[config.mk]
export PLATFORM = sky130hd
export DESIGN_NAME = button_panel_ctl
export DESIGN_NICKNAME = d
export VERILOG_FILES = /design/src/rtl/button_panel_ctl.sv
export SDC_FILE = /design/constraint.sdc
export NUM_CORES = 1
export LEC_CHECK = 0
export ABC_AREA = 1
export CAP_MARGIN = 5
export CORE_UTILIZATION = 39
export CTS_CLUSTER_DIAMETER = 60
export CTS_CLUSTER_SIZE = 20
export DETAILED_ROUTE_END_ITERATION = 8
export PLACE_DENSITY_LB_ADDON = 0.12
export SYNTH_ARGS = -nofsm -noshare
export SYNTH_HDL_FRONTEND = slang
export SYNTH_SLANG_ARGS = --single-unit
[constraint.sdc]
create_clock -name clk -period 1.52 [get_ports clk]
set_input_delay 0.38 -clock clk [delete_from_list [all_inputs] [get_ports clk]]
set_output_delay 0.38 -clock clk [all_outputs]
set_load 0.05 [all_outputs]
[src/rtl/button_panel_ctl.sv]
// -----------------------------------------------------------------------------
// button_panel_ctl
//
// Row of N_BTN clickable on-screen buttons laid out left to right. Turns the
// raw mouse level and cursor position into per-button fill colours, a
// one-cycle click pulse and a persistent selection vector. A click is a press
// and a release that both land inside the same button.
//
// Optional feature macro: BTN_HOVER_EN
//   defined   -> an unpressed, unselected button under the cursor (mouse_left
//                low) shows COLOR_HOVER
//   undefined -> such a button shows COLOR_IDLE
//
// Ports:
//   clk          in   pixel clock
//   rst_n        in   asynchronous reset, active-low
//   mouse_left   in   left mouse button level
//   mouse_xpos   in   cursor x [11:0]
//   mouse_ypos   in   cursor y [11:0]
//   clear        in   synchronous clear of the selection
//   color_out    out  fill colour, button i at [12*i+11:12*i]
//   click_pulse  out  one-cycle pulse on a completed click of button i
//   selected     out  persistent selection state
//   busy         out  high while a press is in progress
// -----------------------------------------------------------------------------
module button_panel_ctl #(
  parameter int          N_BTN       = 4,
  parameter int          X_POS       = 112,
  parameter int          Y_POS       = 284,
  parameter int          WIDTH       = 180,
  parameter int          HEIGHT      = 200,
  parameter int          GAP         = 20,
  parameter int          TOGGLE      = 0,
  parameter logic [11:0] COLOR_IDLE  = 12'h0_A_A,
  parameter logic [11:0] COLOR_SEL   = 12'h0_F_0,
  parameter logic [11:0] COLOR_PRESS = 12'hF_F_0,
  parameter logic [11:0] COLOR_HOVER = 12'h0_C_C
) (
  input  logic                  clk,
  input  logic                  rst_n,
  input  logic                  mouse_left,
  input  logic [11:0]           mouse_xpos,
  input  logic [11:0]           mouse_ypos,
  input  logic                  clear,
  output logic [12*N_BTN-1:0]   color_out,
  output logic [N_BTN-1:0]      click_pulse,
  output logic [N_BTN-1:0]      selected,
  output logic                  busy
);

  localparam int IDX_W = (N_BTN > 1) ? $clog2(N_BTN) : 1;

  typedef enum logic [1:0] {
    S_IDLE     = 2'd0,
    S_ARMED    = 2'd1,
    S_WAIT_REL = 2'd2
  } state_t;

  state_t               state_q, state_d;
  logic                 left_q;
  logic [IDX_W-1:0]     arm_q, arm_d;
  logic [N_BTN-1:0]     click_q, click_d;
  logic [N_BTN-1:0]     sel_q, sel_d;
  logic                 busy_q, busy_d;
  logic [12*N_BTN-1:0]  color_q, color_d;

  logic [N_BTN-1:0]     hit;
  logic                 hit_any;
  logic [IDX_W-1:0]     hit_idx;
  logic                 press, release_evt;
  logic                 click_now;
  logic [N_BTN-1:0]     arm_onehot;

  // Hit test with strict bounds. Coordinates are widened to 13 bits so a
  // right/bottom edge just past 4095 still compares correctly.
  logic [12:0] x13, y13;
  assign x13 = {1'b0, mouse_xpos};
  assign y13 = {1'b0, mouse_ypos};

  generate
    for (genvar gi = 0; gi < N_BTN; gi++) begin : g_hit
      localparam logic [12:0] XL = 13'(X_POS + gi * (WIDTH + GAP));
      localparam logic [12:0] XR = 13'(X_POS + gi * (WIDTH + GAP) + WIDTH);
      localparam logic [12:0] YT = 13'(Y_POS);
      localparam logic [12:0] YB = 13'(Y_POS + HEIGHT);
      assign hit[gi] = (x13 > XL) && (x13 < XR) && (y13 > YT) && (y13 < YB);
    end
  endgenerate

  // Buttons never overlap, so a plain scan yields the single hit index.
  always_comb begin
    hit_idx = '0;
    for (int i = 0; i < N_BTN; i++) begin
      if (hit[i]) hit_idx = IDX_W'(i);
    end
  end
  assign hit_any = |hit;

  assign press       = mouse_left & ~left_q;
  assign release_evt = ~mouse_left & left_q;

  always_comb begin
    for (int i = 0; i < N_BTN; i++) begin
      arm_onehot[i] = (arm_q == IDX_W'(i));
    end
  end

  // Next-state, click and selection logic.
  always_comb begin
    state_d   = state_q;
    arm_d     = arm_q;
    click_now = 1'b0;
    case (state_q)
      S_IDLE: begin
        if (press) begin
          if (hit_any) begin
            state_d = S_ARMED;
            arm_d   = hit_idx;
          end else begin
            state_d = S_WAIT_REL;
          end
        end
      end
      S_ARMED: begin
        if (release_evt) begin
          state_d = S_IDLE;
          // Releasing anywhere other than the armed button cancels the click.
          click_now = hit_any && (hit_idx == arm_q);
        end
      end
      S_WAIT_REL: begin
        if (release_evt) state_d = S_IDLE;
      end
      default: state_d = S_IDLE;
    endcase

    click_d = click_now ? arm_onehot : '0;

    sel_d = sel_q;
    if (click_now) begin
      if (TOGGLE != 0) sel_d = sel_q ^ arm_onehot;
      else             sel_d = arm_onehot;
    end
    // Clear wins over a simultaneous click; the pulse still goes out.
    if (clear) sel_d = '0;

    busy_d = (state_d != S_IDLE);

    // Colours follow the post-update state so they line up with busy/selected.
    for (int i = 0; i < N_BTN; i++) begin
      if ((state_d == S_ARMED) && (arm_d == IDX_W'(i)) && hit[i])
        color_d[12*i +: 12] = COLOR_PRESS;
      else if (sel_d[i])
        color_d[12*i +: 12] = COLOR_SEL;
`ifdef BTN_HOVER_EN
      else if (hit[i] && !mouse_left)
        color_d[12*i +: 12] = COLOR_HOVER;
`endif
      else
        color_d[12*i +: 12] = COLOR_IDLE;
    end
  end

  always_ff @(posedge clk or negedge rst_n) begin
    if (!rst_n) begin
      state_q <= S_IDLE;
      // Starting "high" means a button held through reset gives no press edge.
      left_q  <= 1'b1;
      arm_q   <= '0;
      click_q <= '0;
      sel_q   <= '0;
      busy_q  <= 1'b0;
      color_q <= {N_BTN{COLOR_IDLE}};
    end else begin
      state_q <= state_d;
      left_q  <= mouse_left;
      arm_q   <= arm_d;
      click_q <= click_d;
      sel_q   <= sel_d;
      busy_q  <= busy_d;
      color_q <= color_d;
    end
  end

  assign color_out   = color_q;
  assign click_pulse = click_q;
  assign selected    = sel_q;
  assign busy        = busy_q;

endmodule

## Word level (Yosys, flattened, before mapping)

Cells that the tools add are included.

| operators by class | value |
|---|---|
| $lt $le $gt $ge | 10 |
| equality and inequality tests | 10 |
| muxes and demuxes | 23 |
| bitwise logic cells | 4 |
| reductions and logical operators | 27 |

Operator list:

| kind | number |
|---|---|
| $mux 12 | 4 |
| $lt 12x9->1 const B | 3 |
| $mux 7 | 4 |
| $gt 12x10->1 const B | 2 |
| $gt 12x9->1 const B | 2 |
| $lt 12x10->1 const B | 2 |
| $logic_and 1x1->1 | 21 |
| $mux 2 | 8 |
| $gt 12x7->1 const B | 1 |
| $mux 4 | 3 |
| $eq 2x2->1 const B | 5 |
| $eq 2x1->1 const B | 4 |
| $logic_not 2->1 | 3 |
| $pmux 2 s2 | 1 |
| $reduce_or 4->1 | 1 |
| $mux 1 | 3 |
| $and 1x1->1 | 2 |
| $eq 2x2->1 | 1 |
| $not 1->1 | 2 |
| $reduce_bool 2->1 | 1 |
| $reduce_or 2->1 | 1 |

| word-level totals | value |
|---|---|
| flip-flop bits (word level) | 62 |
| input port bits | 28 |
| output and inout bits | 57 |
| logic and storage cells | 81 |

## Logic depth before layout (Yosys ltp)

Gate-level depths: netlist of the first run.

| depth | value |
|---|---|
| word-level depth | 15 |
| gate-level depth with buffers | 18 |
| depth with buffers taken out | 18 |

## Worst setup path after synthesis of the first run

No wires, ideal clock.

| timing | value |
|---|---|
| path kind | in2reg |
| from | input port mouse_xpos[11] |
| to | register color_q[15] (netlist: color_out[15]) |
| arrival | 1.696 ns |
| required time | 1.446 ns |
| setup slack | -0.251 ns |
| stages on the path | 14 |
| buffers on the path | 0 |
| path through | nor2_4 -> nand4_1 -> nor2_1 -> nand2_2 -> nor2_2 -> nor2_2 -> nand2_2 -> nand2_4 -> nand2_2 -> nand2_4 -> nor2_8 -> nand2_2 -> nor2_4 -> nor2_2 |

| on the way | value |
|---|---|
| longest elaborated chain between the ends | 15 |
| elaborated cells on any way between the ends | 42 |
| classes of those cells | order compare (8); eq/ne (3); mux (15); reduce/logical (16) |

Ends and longest elaborated chain:

| what | RTL line | text |
|---|---|---|
| start, declared | 42 | `input logic [11:0] mouse_xpos,` |
| $gt 12x9->1 / $lt 12x9->1 (equally long branches) | 86 | `assign hit[gi] = (x13 > XL) && (x13 < XR) && (y13 > YT) && (y13 < YB);` |
| $logic_and 1x1->1 (3 in a row) | 86 |  |
| $mux 1 | 94 | `if (hit[i]) hit_idx = IDX_W'(i);` |
| $mux 2 (2 in a row) | 94 |  |
| $eq 2x2->1 | 128 | `click_now = hit_any && (hit_idx == arm_q);` |
| $logic_and 1x1->1 | 128 |  |
| $mux 1 | 125 | `if (release_evt) begin` |
| $mux 1 | 113 | `case (state_q)` |
| $mux 4 | 140 | `if (click_now) begin` |
| $mux 4 | 145 | `if (clear) sel_d = '0;` |
| $mux 7 | 153 | `else if (sel_d[i])` |
| $mux 12 (*) | 151 | `if ((state_d == S_ARMED) && (arm_d == IDX_W'(i)) && hit[i])` |
| end signal, assigned | 173 | `color_q <= {N_BTN{COLOR_IDLE}};` |
| end signal, assigned | 181 | `color_q <= color_d;` |
| end, declared | 65 | `logic [12*N_BTN-1:0] color_q, color_d;` |

Every way passes the cells marked *; elsewhere a longest branch is shown, timed or not.

## Worst setup path in the final report of the first run

| timing | value |
|---|---|
| from | input port mouse_xpos[11] |
| to | register color_q[15] (netlist: color_out[15]) |

| on the way | value |
|---|---|
| longest elaborated chain between the ends | 15 |
| elaborated cells on any way between the ends | 42 |
| classes of those cells | order compare (8); eq/ne (3); mux (15); reduce/logical (16) |

Ends and longest elaborated chain:

| what | RTL line | text |
|---|---|---|
| $gt 12x9->1 / $lt 12x9->1 (equally long branches) | 86 |  |
| $logic_and 1x1->1 (3 in a row) | 86 |  |
| $mux 1 | 94 |  |
| $mux 2 (2 in a row) | 94 |  |
| $eq 2x2->1 | 128 |  |
| $logic_and 1x1->1 (*) | 128 |  |
| $mux 1 (*) | 125 |  |
| $mux 1 (*) | 113 |  |
| $mux 4 (*) | 140 |  |
| $mux 4 (*) | 145 |  |
| via sel_d[1] | 63 | `logic [N_BTN-1:0] sel_q, sel_d;` |
| $mux 7 (*) | 153 |  |
| $mux 12 (*) | 151 |  |

Mark *: on every way through the listed nets, which the timed path passes. The rest lies on a longest branch.

==> flow_summary.yaml, run 1 <==
setup_path:
  critPathCaptureType: "register"
  slowest_stage: "nor2_4"
  setup.worst_path.start_class: "primary input"
  r2r_start: "state_q[1]"
  critPathKind: "in -> reg"
  crit_fanout: 6
  cp_common_cell: "nand2_2"
  crit_arrival_ps: 2050
  crit_start: "mouse_xpos[11]"
  required_ps: 1730
  max_stage_delay_ps: 180
  crit_chain: "buf_6, nor2_4, buf_6, nand2_2, a21oi_4, nand2_4, nor2_4, nor2_4, nand2_2, nand2_2, nor2_4, buf_4, nand2_2, nand2_1, nand2_2, inv_2, nor2_2"
route:
  drt_iter0_markers: 68
  first_pass_iters: 4
  avgViaCountPerCell: 4.46
  routedWlPerCell_um: 11.0
  wl_mm: 4.88
  vias: 1976
  ant_nets: 0
  drc_errors: 0
synthesis:
  avgSynthCellArea_um2: 7.11
  async_reset_ff_share_pct: 100
  yosys.area_share.simple_pct: 38.2
  synth_top_family_by_area: "simple AND/OR/NAND/NOR gates"
  ys_seq_area_share_pct: 33.1
  ys.warnings.count: 0
  syn-cell-area_um2: 1980
  synth_compound_area_share_pct: 3.22
  synthAdderAreaFrac_pct: 1.89
  synth-xor-area-share_pct: 0
  synth_edf_count: 0
  ys_ff_latch: 26
  ys.flop_type: "dfrtp_1"
  synth_cell_types: 28
  netlist_instances: 279
  synthMuxAreaShare_pct: 0
cts:
  clk_path_buf_depth: 2
  root_buffer: "clkbuf_8"
  h-tree-depth: 1
  clk_pin_slew_ps: 90
  numCtsBuffers: 3
  tritoncts: "yes"
  clk_latency_ps: 260
  cts.sinks: 26
floorplanning:
  coreArea_um2: 4820
  initial_core_util_pct: 41.2
  ios: 85
  fp-row-count: 25
  die_w_um: 73.3
  die_area_um2: 5370
  die_y_um: 73.3
placed_design:
  io_buffers: 68
  globalplace.congestion: 0.864
  dp_cells: 420
  dp_hpwl_mm: 3.61
timing:
  drv_slew: 0
  period_minus_slack_ps: 1840
  fmax_mhz: 542
  setup_viol: 23
  clock_skew_ps: 2.95
  finalWorstSetupSlack_ps: -325
  rsz0062_at_grt: "true"
  period_share_pct: 121
  hold_violations: 0
global_routing:
  grt_max_degree: 27
  met1_usage_pct: 19.4
  grt_use_met2_pct: 38.8
  antenna_found_initial: 0
  grt_pass1_vias: 1917
  grt_use_met3_pct: 2.47
  top_usage_layer: "met2"
  grt_util_all_layers_pct: 18.6
  grt-ovfl-total: 0
  grt_pass1_wl_mm: 7.82
cells_and_area:
  final_cells: 443
  nets: 408
  drive_gt1_share_pct: 60.9
  area_delta_synth_final_pct: 85.6
  diodes: 0
  fin_util_pct: 76.4
  fillers: 347
power:
  ir_drop_mv: 0.457
  powerDensity_nw_per_um2: 582
  p_leak_uw: 0.00187
outcome:
  violations: "setup timing"
  status: "finished, violations left"
job:
  max-cap-violations: 0
min_path:
  hold_class: "in -> async"
-- path summary, 6_finish.rpt --
| kind | depth (start not counted) | slack (ps) | endpoint |
|---|---|---|---|
| worst max-delay path | 17 | -320 | color_out[15] |
| worst min-delay path | 2 | 460 | color_out[35] |
| worst max register to register | 11 | -110 | color_out[15] |
| worst min register to register | 4 | 670 | selected[3] |
| max in group asynchronous | 2 | 840 | color_out[39] |
| min in group clk | 1 | 570 | left_q |
-- registers in the layout, summed over array words and instances (netlist names) --
signal	cells
color_out	12
busy	1
left_q	1
selected	4
state_q	2
click_pulse	4
arm_q	2
-- what timing repair did --
action	4_1_cts	5_1_grt
endpoints found under the setup margin	25	25
hold buffers	0	0
pin swaps	57	54
resized for setup	130	75
setup buffers	14	6
-- critical path: cells and delay by family --
family                 cells  cell delay, ps
and+or+nand+nor           12            1050
buffers and inverters      4             440
AOI/OAI and AO/OA          1             160
-- layout by cell type (no fill, tap or decap), types with 2 or more instances in the layout --
cell type         n
buf_12           42
nand2_1          40
buf_4            39
inv_1            27
nand2_2          26
dfrtp_1          21
nand2_4          18
nor2_1           16
conb_1           16
buf_6            16
inv_2            15
nor2_4           13
nor2_2           12
nand3_2           9
nand3_1           9
buf_2             7
inv_4             6
dfstp_2           5
nand4_1           4
clkdlybuf4s15_1   4
a21oi_2           3
ha_1              3
clkbuf_8          3
clkdlybuf4s50_1   3
o21ai_2           2
a21oi_1           2
clkbuf_2          2
-- cells in the mapped netlist, drive strengths merged (2+ instances only) --
| cell type | n | area [µm²] |
|---|---|---|
| a21oi | 6 | 33.8 |
| buf | 36 | 270 |
| conb | 2 | 7.51 |
| dfrtp | 21 | 526 |
| dfstp | 5 | 131 |
| ha | 3 | 37.5 |
| inv | 49 | 186 |
| nand2 | 84 | 385 |
| nand3 | 18 | 95.1 |
| nand4 | 4 | 25.0 |
| nor2 | 42 | 224 |
| o21ai | 4 | 23.8 |
-- metrics by stage --
stage	setup slack (ps)	area [µm²]	hold WS, ps	power, µW	TNS [ps]
after floorplan	-239	2060	84.4	1190	-3320
after global placement	-1010	3190	651	1440	-22500
after detailed placement	-1010	3190	645	1450	-22650
after CTS	-271	3420	466	2060	-4460
after global routing	-411	3680	474	2250	-7600
final	-325	3680	459	2140	-5380
-- layer usage --
layer  wire, µm  share of wire [%]  vias to the layer above
met1       1770                 36                      915
met2       2830                 58                       72
met4         72                1.5                        0
met3        206                4.2                        6
met5          0                  0                        -
li1           -                  -                      983
-- logic make-up (layout without fill, tap and decap cells) --
| group | count (synthesis) | count (layout) |
|---|---|---|
| adder cells (fa/ha/maj) | 3 | 3 |
| buffers and inverters | 86 | 169 |
| AND/OR/NAND/NOR | 151 | 151 |
| flip-flops | 26 | 26 |
| AO/OA/AOI/OAI | 11 | 11 |
| other | 2 | 16 |
-- power breakdown --
part           internal, µW  switching (µW)
logic                   333             479
clock network           352             207
registers               730            42.1
total                  1420             728
-- final cells by class --
type	count	area, µm²	area share (%)
clock buffer	3	41.3	1.12
tap	67	83.8	2.28
clock inverter	1	30.0	0.816
multi-input combinational	181	1210	32.8
timing repair buffer	115	1450	39.4
inverter	50	208	5.64
sequential	26	657	17.9
Note: power is estimated with default switching activity, not from simulation.
==> inputs of run 2 (changes only) <==
Settings changed: PLACE_DENSITY_LB_ADDON 0.12 to 0.15.
==> run 2 against run 1 <==
The run still ends with setup timing left; sequential power about the same; clock power rose by 3%; combinational power is 5.2% lower.
==> flow_summary.yaml, run 2 (synthesis results as in run 1) <==
timing:
  rsz0062_at_grt: "true"
  finalWorstSetupSlack_ps: -328
  hold_violations: 0
  period_share_pct: 122
  fmax_mhz: 541
  clock_skew_ps: 4.15
  drv_slew: 0
  fin_hold_ws_ps: 451
  period_minus_slack_ps: 1850
  setup_viol: 23
route:
  vias: 1898
  routedWlPerCell_um: 10.9
  drt_iter0_markers: 64
  wl_mm: 4.70
  ant_nets: 0
  avgViaCountPerCell: 4.40
  first_pass_iters: 4
  drc_errors: 0
floorplanning:
  coreArea_um2: 4820
  die_area_um2: 5370
  initial_core_util_pct: 41.2
  die_w_um: 73.3
  ios: 85
  fp-row-count: 25
  die_y_um: 73.3
cells_and_area:
  area_delta_synth_final_pct: 73.5
  final_cell_mix: "nand2_1 (43), buf_12 (42), inv_1 (31), nand2_2 (30), buf_4 (30)"
  fillers: 379
  nets: 396
  largest_reg_flops: 12
  drive_gt1_share_pct: 54.9
  final_common_cell: "nand2_1"
  diodes: 0
  final_cells: 431
placed_design:
  dp_cells: 419
  globalplace.congestion: 0.851
  io_buffers: 68
  dp_worst_setup_slack_ps: -1010
  dp_hpwl_mm: 3.61
setup_path:
  critPathCaptureType: "register"
  required_ps: 1740
  setup.worst_path.start_class: "primary input"
  crit_arrival_ps: 2070
  critPathKind: "in -> reg"
  worst_r2r_path_depth: 11
  crit_fanout: 5
global_routing:
  grt_pass1_vias: 1865
  antenna_found_initial: 0
  grt_util_all_layers_pct: 18.9
  grt_pass1_wl_mm: 7.99
  grt_max_degree: 27
  grt-ovfl-total: 0
cts:
  tritoncts: "yes"
  clk_latency_ps: 270
  h-tree-depth: 1
  clk_pin_slew_ps: 90
  clk_path_buf_depth: 2
  cts.sinks: 26
  numCtsBuffers: 3
  root_buffer: "clkbuf_8"
min_path:
  hold_class: "in -> async"
power:
  ir_drop_mv: 0.493
  p_leak_uw: 0.00176
  powerDensity_nw_per_um2: 616
outcome:
  violations: "setup timing"
  status: "finished, violations left"
job:
  max-cap-violations: 0
[run 2: cell types whose count changed in the layout (fill, tap and decap cells not counted), sizes merged]
cell,delta
buf,-11
clkdlybuf4s15,+1
dlygate4sd2,+1
clkbuf,-3
[run 2: layout make-up]
class	count	area, µm²	area share [%]
repair buffers	103	1320	38.4
multi-input cells	181	1110	32.3
flip-flops and latches	26	657	19.1
inverters	50	195	5.67
well taps	67	83.8	2.44
clock buffers	3	41.3	1.20
clock inverters	1	30.0	0.873
[run 2: stage by stage]
step / TNS (ps) / total power, µW / area [µm²] / util (%)
after global placement: -21760 / 1430 / 3180 / 66.1
final: -5210 / 2120 / 3440 / 71.4
after global routing: -7740 / 2220 / 3440 / 71.4
after CTS: -4150 / 2060 / 3350 / 69.5
after detailed placement: -22300 / 1450 / 3180 / 66.1
after floorplan: -3320 / 1190 / 2060 / -
[run 2: layer usage]
metal / part of all wire (%) / vias to the layer above / global-route usage [%]
met5: 0 / - / 0
met2: 55 / 68 / 35.9
met3: 4.4 / 10 / 2.19
met4: 2.2 / 0 / 6.20
li1: - / 954 / -
met1: 38 / 866 / 21.9
[run 2: worst paths after layout]
kind | startpoint | slack (ps) | endpoint
setup / recovery | mouse_xpos[6] | -330 | color_out[39]
hold / removal | rst_n | 450 | click_pulse[0]
setup reg to reg | state_q[1] | -180 | color_out[15]
hold reg to reg | selected[0] | 660 | selected[0]
max in group asynchronous | rst_n | 830 | left_q
min in group clk | mouse_left | 570 | left_q
[run 2: critical path, cell delays in order]
cell and delay [ps]:
buf_2 130, inv_2 60, nand2_2 70, nor2_4 100, nand2_1 60, nor2_1 130
nor2_2 60, nor2_4 150, o21ai_2 90, nand2_2 100, nand2_2 80, nor2_4 200
nand4_1 170, nand2_1 120, nand2_2 70, nand2_2 70, inv_2 30
[run 2: what timing repair did]
item	in CTS	in global routing
setup buffers	7	1
hold buffers	0	0
gates cloned	0	0
pin swaps	56	22
resized for setup	128	24
setup endpoints to repair	25	25
[run 2: report_power, final]
part	switching (µW)	internal (µW)	total, µW
Sequential	45.3	730	775
Clock	223	353	575
Combinational	461	309	770
Total	729	1390	2120
==> inputs of run 3 (changes only) <==
Settings changed: CAP_MARGIN 5 to default.
==> results of run 3 <==
The final DEF is identical to that of run 2; final timing and power are the same.
